`config.mk`:
```
export PLATFORM = sky130hd
export DESIGN_NAME = des_out_serializer
export DESIGN_NICKNAME = d
export VERILOG_FILES = /design/src/rtl/des_io_pkg.sv /design/src/rtl/des_block_fifo.sv /design/src/rtl/des_out_serializer.sv
export SDC_FILE = /design/constraint.sdc
export NUM_CORES = 1
export LEC_CHECK = 0
export CAP_MARGIN = 20
export CORE_ASPECT_RATIO = 0.6
export CORE_MARGIN = 2
export CORE_UTILIZATION = 56
export CTS_CLUSTER_SIZE = 8
export DETAILED_ROUTE_END_ITERATION = 8
export MAX_ROUTING_LAYER = met4
export PLACE_DENSITY = 0.86
export RECOVER_POWER = 50
export SLEW_MARGIN = 0
export SYNTH_ARGS = -nofsm -noshare
export SYNTH_HDL_FRONTEND = slang
export SYNTH_HIERARCHICAL = 1
export SYNTH_SLANG_ARGS = --single-unit
```
`constraint.sdc`:
```
create_clock -name clk -period 6.4 [get_ports clk]
set_input_delay 0.96 -clock clk [delete_from_list [all_inputs] [get_ports clk]]
set_output_delay 0.96 -clock clk [all_outputs]
set_load 0.005 [all_outputs]
```
`src/rtl/des_io_pkg.sv`:
```
`default_nettype none
// ============================================================================
// Module      : des_io_pkg
// Description : Shared widths and serializer state type for the DES IO path.
// Revision    : 1.0
// ============================================================================
package des_io_pkg;

    localparam int BLOCK_W         = 64;
    localparam int BYTE_W          = 8;
    localparam int BYTES_PER_BLOCK = 8;
    localparam int IDX_W           = $clog2(BYTES_PER_BLOCK);

    typedef enum logic [0:0] {
        IDLE  = 1'b0,
        SHIFT = 1'b1
    } ser_state_t;

endpackage
`default_nettype wire

```
`src/rtl/des_block_fifo.sv`:
```
`default_nettype none
// ============================================================================
// Module      : des_block_fifo
// Description : Synchronous DEPTH x 64-bit block FIFO with wrapping pointers.
// Revision    : 1.0
// ============================================================================
module des_block_fifo
    import des_io_pkg::*;
#(
    parameter int DEPTH = 2
) (
    input  logic                         clk,
    input  logic                         reset,
    input  logic                         i_push,
    input  logic [BLOCK_W-1:0]           i_data,
    input  logic                         i_pop,
    output logic [BLOCK_W-1:0]           o_data,
    output logic                         o_full,
    output logic                         o_empty,
    output logic [$clog2(DEPTH+1)-1:0]   o_level
);

    localparam int ADDR_W = $clog2(DEPTH);
    localparam int PTR_W  = ADDR_W + 1;
    localparam int LVL_W  = $clog2(DEPTH + 1);

    logic [BLOCK_W-1:0] r_mem [DEPTH];
    logic [PTR_W-1:0]   r_wr_ptr;
    logic [PTR_W-1:0]   r_rd_ptr;
    logic [LVL_W-1:0]   r_level;
    logic               w_wr_en;
    logic               w_rd_en;

    // Pointers carry one extra wrap bit so full and empty are distinguishable.
    assign o_empty = (r_wr_ptr == r_rd_ptr);
    assign o_full  = (r_wr_ptr[ADDR_W] != r_rd_ptr[ADDR_W]) &&
                     (r_wr_ptr[ADDR_W-1:0] == r_rd_ptr[ADDR_W-1:0]);
    assign w_rd_en = i_pop && !o_empty;
    assign w_wr_en = i_push && (!o_full || w_rd_en);
    assign o_data  = r_mem[r_rd_ptr[ADDR_W-1:0]];
    assign o_level = r_level;

    always_ff @(posedge clk) begin
        if (w_wr_en) begin
            r_mem[r_wr_ptr[ADDR_W-1:0]] <= i_data;
        end
    end

    always_ff @(posedge clk) begin
        if (reset) begin
            r_wr_ptr <= '0;
            r_rd_ptr <= '0;
            r_level  <= '0;
        end else begin
            if (w_wr_en) begin
                r_wr_ptr <= r_wr_ptr + PTR_W'(1);
            end
            if (w_rd_en) begin
                r_rd_ptr <= r_rd_ptr + PTR_W'(1);
            end
            if (w_wr_en && !w_rd_en) begin
                r_level <= r_level + LVL_W'(1);
            end else if (w_rd_en && !w_wr_en) begin
                r_level <= r_level - LVL_W'(1);
            end
        end
    end

endmodule
`default_nettype wire

```
`src/rtl/des_out_serializer.sv`:
```
`default_nettype none
// ============================================================================
// Module      : des_out_serializer
// Description : Buffers DES result blocks and streams them as valid/ready bytes.
// Revision    : 1.0
// ============================================================================
module des_out_serializer
    import des_io_pkg::*;
#(
    parameter int DEPTH     = 2,
    parameter bit LSB_FIRST = 1'b1
) (
    input  logic                         clk,
    input  logic                         reset,
    input  logic [BLOCK_W-1:0]           i_block,
    input  logic                         i_dv,
    output logic [BYTE_W-1:0]            o_byte,
    output logic                         o_valid,
    input  logic                         i_ready,
    output logic                         o_busy,
    output logic [$clog2(DEPTH+1)-1:0]   o_level,
    output logic                         o_overflow,
    input  logic                         i_clr_overflow
);

    ser_state_t          r_state;
    logic [BLOCK_W-1:0]  r_shift;
    logic [IDX_W-1:0]    r_byte_idx;
    logic                r_overflow;

    logic [BLOCK_W-1:0]  w_head;
    logic                w_full;
    logic                w_empty;
    logic                w_last_acc;
    logic                w_pop;
    logic                w_drop;

    des_block_fifo #(
        .DEPTH (DEPTH)
    ) u_fifo (
        .clk     (clk),
        .reset   (reset),
        .i_push  (i_dv),
        .i_data  (i_block),
        .i_pop   (w_pop),
        .o_data  (w_head),
        .o_full  (w_full),
        .o_empty (w_empty),
        .o_level (o_level)
    );

    // Reloading on the last accepted byte keeps back-to-back blocks bubble-free.
    assign w_last_acc = (r_state == SHIFT) && i_ready &&
                        (r_byte_idx == IDX_W'(BYTES_PER_BLOCK - 1));
    assign w_pop      = !w_empty && ((r_state == IDLE) || w_last_acc);
    assign w_drop     = i_dv && w_full && !w_pop;

    assign o_valid    = (r_state == SHIFT);
    assign o_byte     = LSB_FIRST ? r_shift[BYTE_W-1:0] : r_shift[BLOCK_W-1 -: BYTE_W];
    assign o_busy     = !w_empty || (r_state != IDLE);
    assign o_overflow = r_overflow;

    always_ff @(posedge clk) begin
        if (reset) begin
            r_state    <= IDLE;
            r_shift    <= '0;
            r_byte_idx <= '0;
            r_overflow <= 1'b0;
        end else begin
            if (w_drop) begin
                r_overflow <= 1'b1;
            end else if (i_clr_overflow) begin
                r_overflow <= 1'b0;
            end

            case (r_state)
                IDLE: begin
                    if (w_pop) begin
                        r_shift    <= w_head;
                        r_byte_idx <= '0;
                        r_state    <= SHIFT;
                    end
                end
                SHIFT: begin
                    if (i_ready) begin
                        if (w_last_acc) begin
                            if (w_pop) begin
                                r_shift    <= w_head;
                                r_byte_idx <= '0;
                            end else begin
                                r_state    <= IDLE;
                            end
                        end else begin
                            r_shift    <= LSB_FIRST ? (r_shift >> BYTE_W) : (r_shift << BYTE_W);
                            r_byte_idx <= r_byte_idx + IDX_W'(1);
                        end
                    end
                end
                default: r_state <= IDLE;
            endcase
        end
    end

endmodule
`default_nettype wire

```
==> impl_metrics.toml, run 1 <==
[status]
status = "finished with violations"
violations = "max-capacitance violations"

[clock_tree]
cts_resized = 0
root_buffer = "clkbuf_16"
cts.sinks = 204
cts_tree = "yes"
path_clk_slew_ns = 0.05
ctsHoldBuffers = 0
htree_levels = 1
clock_latency_ns = 0.53
cts_made_buffers = 29
post_cts_buffers = 0
clockBufferDepth = 3

[hold_path]
hold_class = "register to register"
whs_path_depth = 2

[global_route]
grt_util_met1 = 0.3312
antenna_found_initial = 0
grt_busiest_layer = "met1"
use_met2 = 0.3258
grt_start_max_net_pins = 70
grt_usage = 0.2236
gr-total-overflow = 0
grt_pass1_wl_mm = 26.00
grt_pass1_vias = 4830
use_met3 = 0.04211

[logic_synthesis]
synth.ff_latch_count = 204
syn_inst = 549
synthFlopType = "edfxtp_1"
synth_edf_count = 128
ys_warn_count = 6
syn_area_per_cell_um2 = 14.60
netlist-cell-type-count = 43
syn_nets = 621
ys_seq_area_frac = 0.6692
syn_area_um2 = 8018
async_reset_ff_frac = 0

[timing]
grt_setup_unrepaired = "no"
fin_crit_sh = 0.5796
slew_viol_final = 0
timing.final.crit_period_ns = 3.710
fin_worst_skew_ns = 0.01217
setup_tns_ns = 0
finalHoldViolCount = 0
fmax_mhz = 269.6
tightest_slew_ns = 1.491
setup_viol = 0
holdWs_ns = 0.4733
relSlewSlack = 0.006296

[die]
die_width_um = 158.5
core-area_um2 = 13830
dieArea_um2 = 15320
ios = 82
start_util = 0.5796
rows = 33
die_y_um = 96.69

[drt]
first_iter_violations = 475
first_pass_iters = 5
viasPerCell = 5.679
drt-total-wl_mm = 16.35
num_vias = 4753
ant_nets = 0
drcViolationCount = 0
wl_per_cell_um = 19.54

[setup_path]
worst-setup-path-type = "primary input to register"
crit_cells = 5
arrival_ns = 4.11
crit_path_end_kind = "register"
r2r-start = "u_fifo/r_rd_ptr[0]"
cp-endpoint = "r_shift[40]"
worstSetupStartpointType = "primary input"
worstPathCellList = "dlygate4sd3_1 -> and3b_1 -> clkbuf_1 -> a21oi_1 -> o221a_1"
max_stage_delay_ns = 1.15
critPathRequiredTime_ns = 6.80
crit_family = "buffers and inverters"
crit_buf_inv = 2
ff2ff_setup_slack_ns = 2.82
crit_path_top_delay_cell = "clkbuf_1"
crit_path_start = "i_ready"
cp_max_fo = 31
reg2regPathDepth = 6
r2r-end = "u_fifo/r_mem[0][11]"

[power_and_ir_drop]
power.net_switching_mw = 0.9070
comb_power_share = 0.151
p_clk_frac = 0.384
p_seq_frac = 0.466
p_leak_nw = 3.385
cellPowerDensity_nw_per_um2 = 372.5
p_int_mw = 2.704
peakVddDrop_mv = 0.2308
swShare = 0.2512

[finish]
area_growth_syn_to_layout_pct = 20.91
final_net_count = 695
n_antenna_cell = 0
drive_above_1_share = 0.1767

[placed_design]
dpl.hpwl_mm = 9.937
gp_congestion = 0.7755
portBuffers = 81

[flow_run]
cap_viol_max_count = 1
cells in the mapped netlist, types with 3 or more instances:
library cell	instances	area [µm²]
dfxtp_1	76	1521
buf_6	7	78.83
o21ai_0	3	15.01
nor2_1	6	22.52
edfxtp_1	128	3844
a31oi_1	4	25.02
a21oi_1	60	300.3
mux2_2	64	720.7
inv_1	56	210.2
nand2b_1	3	18.77
buf_2	18	90.09
ha_1	3	37.54
or3_1	3	18.77
xor2_1	3	26.28
mux2i_1	3	30.03
buf_1	8	30.03
buf_4	10	75.07
o221a_1	64	720.7
power by group through the flow:
stage,sequential [mW],combinational [mW],clock (mW)
finish,1.68,0.545,1.39
global route,1.70,0.593,1.47
CTS,1.68,0.553,1.41
detailed placement,1.70,0.546,0
global placement,1.69,0.525,0
floorplan,1.67,0.412,0
cell families after synthesis:
kind of cell,share of synthesized area
mux,0.09363
xor+xnor,0.006400
fa+ha+maj,0.004682
compound gates,0.1398
buf+inv,0.06180
flops,0.6692
simple gates,0.02450
placed cells by master (no fill, tap or decap), drive strengths merged, types with 4 or more instances in the layout:
| cell type | n |
|---|---|
| edfxtp | 128 |
| dfxtp | 76 |
| dlygate4sd3 | 65 |
| o221a | 64 |
| mux2 | 64 |
| a21oi | 61 |
| inv | 58 |
| clkbuf | 53 |
| clkdlybuf4s50 | 15 |
| nor2 | 7 |
| buf | 7 |
| a31oi | 4 |
| nand2b | 4 |
| xor2 | 4 |
layout make-up:
type                            count  area (µm²)
Clock buffer                       52       833.3
Clock inverter                      1       8.758
Fill cell                         908        4138
Inverter                           57       214.0
Multi-Input combinational cell    243        2177
Sequential cell                   204        5366
Tap cell                          192       240.2
Timing Repair Buffer               88       854.6
metal layers:
layer | up-vias | wire (µm)
met5 | - | 0
met4 | 0 | 233
met3 | 27 | 1098
met2 | 178 | 7259
met1 | 2330 | 7760
li1 | 2218 | -
tightest hold or removal path, cell delays in order, from the launching register on:
cell and delay, ns:
dfxtp_1 0.31, nand2b_1 0.06, a21oi_1 0.06
state kept, by name (all words and copies together), names as in the netlist, named ones only:
| signal | cells |
|---|---|
| u_fifo/r_wr_ptr | 2 |
| u_fifo/o_level | 2 |
| u_fifo/r_rd_ptr | 2 |
| o_overflow | 1 |
| r_shift | 64 |
| u_fifo/r_mem | 128 |
| o_valid | 1 |
| r_byte_idx | 3 |
through the flow:
step           std cells    util  setup WS [ns]  total power, mW  cell area, µm²
6_report             837  0.7009          2.690            3.611            9694
5_1_grt              837  0.7009          2.546            3.762            9694
4_1_cts              836  0.7007          2.816            3.639            9692
3_5_place_dp         783  0.6398          2.265            2.247            8850
3_3_place_gp         783  0.6398          2.393            2.216            8850
2_1_floorplan        549       -          1.094            2.078            8018
worst min path at each step:
stage	from	endpoint	slack (ns)
2_1_floorplan	r_byte_idx[0]	r_byte_idx[0]	0.44
6_report	o_overflow	o_overflow	0.47
5_1_grt	o_overflow	o_overflow	0.50
4_1_cts	o_overflow	o_overflow	0.47
3_3_place_gp	r_byte_idx[0]	r_byte_idx[0]	0.46
3_5_place_dp	o_overflow	o_overflow	0.46
(Power assumes the default switching activity.)
==> run 2: changes to the inputs <==
clock period = 3.54 ns   (was 6.4 ns; I/O delays follow)
==> run 2 against run 1 <==
The flow now finishes without violations. Register-to-register slack got worse by 2.2 ns. Via count is 1.3% higher. Critical path depth up 2. Combinational power rose by 82%. Worst setup slack worse by 2.1 ns. Sequential cell count stayed put. Cell count grew 0.36%. Total power rose by 82%. Sequential share of layout area is 0.26 points lower. Clock skew grew 0.015 ns. Worst hold slack better by 0.0036 ns. Largest cell class unchanged. Largest power group unchanged.
==> impl_metrics.toml, run 2 (synthesized netlist as in run 1, its figures left out) <==
[global_route]
grt_usage = 0.2273
grt_pass1_vias = 4937
grt_pass1_wl_mm = 26.50
antenna_found_initial = 0
grt_start_max_net_pins = 65
gr-total-overflow = 0

[clock_tree]
cts.sinks = 204
clockBufferDepth = 3
root_buffer = "clkbuf_16"
cts_resized = 0
clock_latency_ns = 0.53
cts_made_buffers = 29
htree_levels = 1
cts_tree = "yes"
ctsHoldBuffers = 0
post_cts_buffers = 0
path_clk_slew_ns = 0.05

[drt]
drcViolationCount = 0
first_iter_violations = 400
viasPerCell = 5.730
first_pass_iters = 5
ant_nets = 0
wl_per_cell_um = 19.91
drt-total-wl_mm = 16.72
num_vias = 4813

[placed_design]
gp_congestion = 0.8054
place_ws_ns = 0.6016
portBuffers = 81
dpl.hpwl_mm = 10.24

[flow_run]
cap_viol_max_count = 0

[setup_path]
critPathRequiredTime_ns = 3.69
worstSetupStartpointType = "register"
arrival_ns = 3.07
crit_path_end_kind = "register"
cp_max_fo = 34
worstPathCellList = "xor2_1 -> nor2_1 -> or2_2 -> inv_2 -> and2b_1 -> a21oi_4 -> buf_4"
worst-setup-path-type = "register to register"
crit_path_top_delay_cell = "dfxtp_1"
max_stage_delay_ns = 0.53

[timing]
fin_worst_skew_ns = 0.02698
grt_setup_unrepaired = "no"
fin_crit_sh = 0.8236
setup_viol = 0
fmax_mhz = 343.0
setup_tns_ns = 0
setup_ws_ns = 0.6244
relSlewSlack = 0.1141
tightest_slew_ns = 1.329
finalHoldViolCount = 0
slew_viol_final = 0
timing.final.crit_period_ns = 2.916

[finish]
final_net_count = 697
n_antenna_cell = 0
layout_commonest_cell = "edfxtp_1"
area_growth_syn_to_layout_pct = 21.49
final_cell_mix = "128 x edfxtp_1, 76 x dlygate4sd3_1, 75 x dfxtp_1"
largest_reg_flops = 128
drive_above_1_share = 0.1790
fill_cells = 880

[power_and_ir_drop]
p_clk_frac = 0.387
cellPowerDensity_nw_per_um2 = 674.9
swShare = 0.2514
power.net_switching_mw = 1.653
p_int_mw = 4.921
comb_power_share = 0.151
p_leak_nw = 3.431
p_seq_frac = 0.462
peakVddDrop_mv = 0.3742

[status]
status = "finished clean"

[hold_path]
hold_class = "register to register"

[die]
core-area_um2 = 13830
ios = 82
die_width_um = 158.5
rows = 33
die_y_um = 96.69
dieArea_um2 = 15320
start_util = 0.5796
==> run 2: stage by stage <==
stage	utilization	std cells	area, µm²	hold slack (ns)	power [mW]
3_3_place_gp	0.6432	786	8897	0.4578	4.021
5_1_grt	0.7042	840	9741	0.5183	6.822
3_5_place_dp	0.6432	786	8897	0.4768	4.086
6_report	0.7042	840	9741	0.4769	6.574
2_1_floorplan	-	549	8029	0.4436	3.755
4_1_cts	0.7047	840	9748	0.4853	6.635
==> run 2: final timing paths <==
path                           start  slack [ns]  cells after the start                   to
setup reg to reg  u_fifo/r_rd_ptr[0]        0.62                      7  u_fifo/r_mem[1][32]
setup / recovery  u_fifo/r_rd_ptr[0]        0.62                      7  u_fifo/r_mem[1][32]
hold / removal            o_overflow        0.48                      2           o_overflow
hold reg to reg           o_overflow        0.48                      2           o_overflow
==> run 2: metal layers <==
| metal | GRT usage | up-vias | part of all wire | wire [µm] |
|---|---|---|---|---|
| li1 | - | 2219 | - | - |
| met4 | 0.04574 | 0 | 0.014 | 242 |
| met5 | - | - | 0 | 0 |
| met3 | 0.03719 | 29 | 0.058 | 973 |
| met1 | 0.3398 | 2405 | 0.48 | 8101 |
| met2 | 0.3331 | 160 | 0.44 | 7405 |
==> run 2: worst max-delay path: cells and delay by family, from the launching register on <==
family / cells / cell delay, ns
AO/OA/AOI/OAI: 1 / 0.15
XOR/XNOR: 1 / 0.32
buffers and inverters: 2 / 0.71
AND/OR/NAND/NOR: 3 / 0.82
flip-flops: 1 / 0.53
==> run 2: power by group through the flow <==
stage,sequential [mW],combinational [mW],clock [mW]
after floorplan,3.01,0.747,0
after detailed placement,3.08,1.01,0
after CTS,3.04,1.02,2.58
final,3.04,0.993,2.54
after global placement,3.06,0.964,0
after global routing,3.06,1.07,2.68
==> run 2: cell type report <==
type / count / area, µm² / share of cell area
multi-input combinational: 243 / 2175 / 0.2233
clock inverter: 2 / 38.79 / 0.003982
tap: 192 / 240.2 / 0.02466
inverter: 57 / 214.0 / 0.02197
clock buffer: 52 / 812.0 / 0.08337
sequential: 204 / 5366 / 0.5509
timing repair buffer: 90 / 894.6 / 0.09184
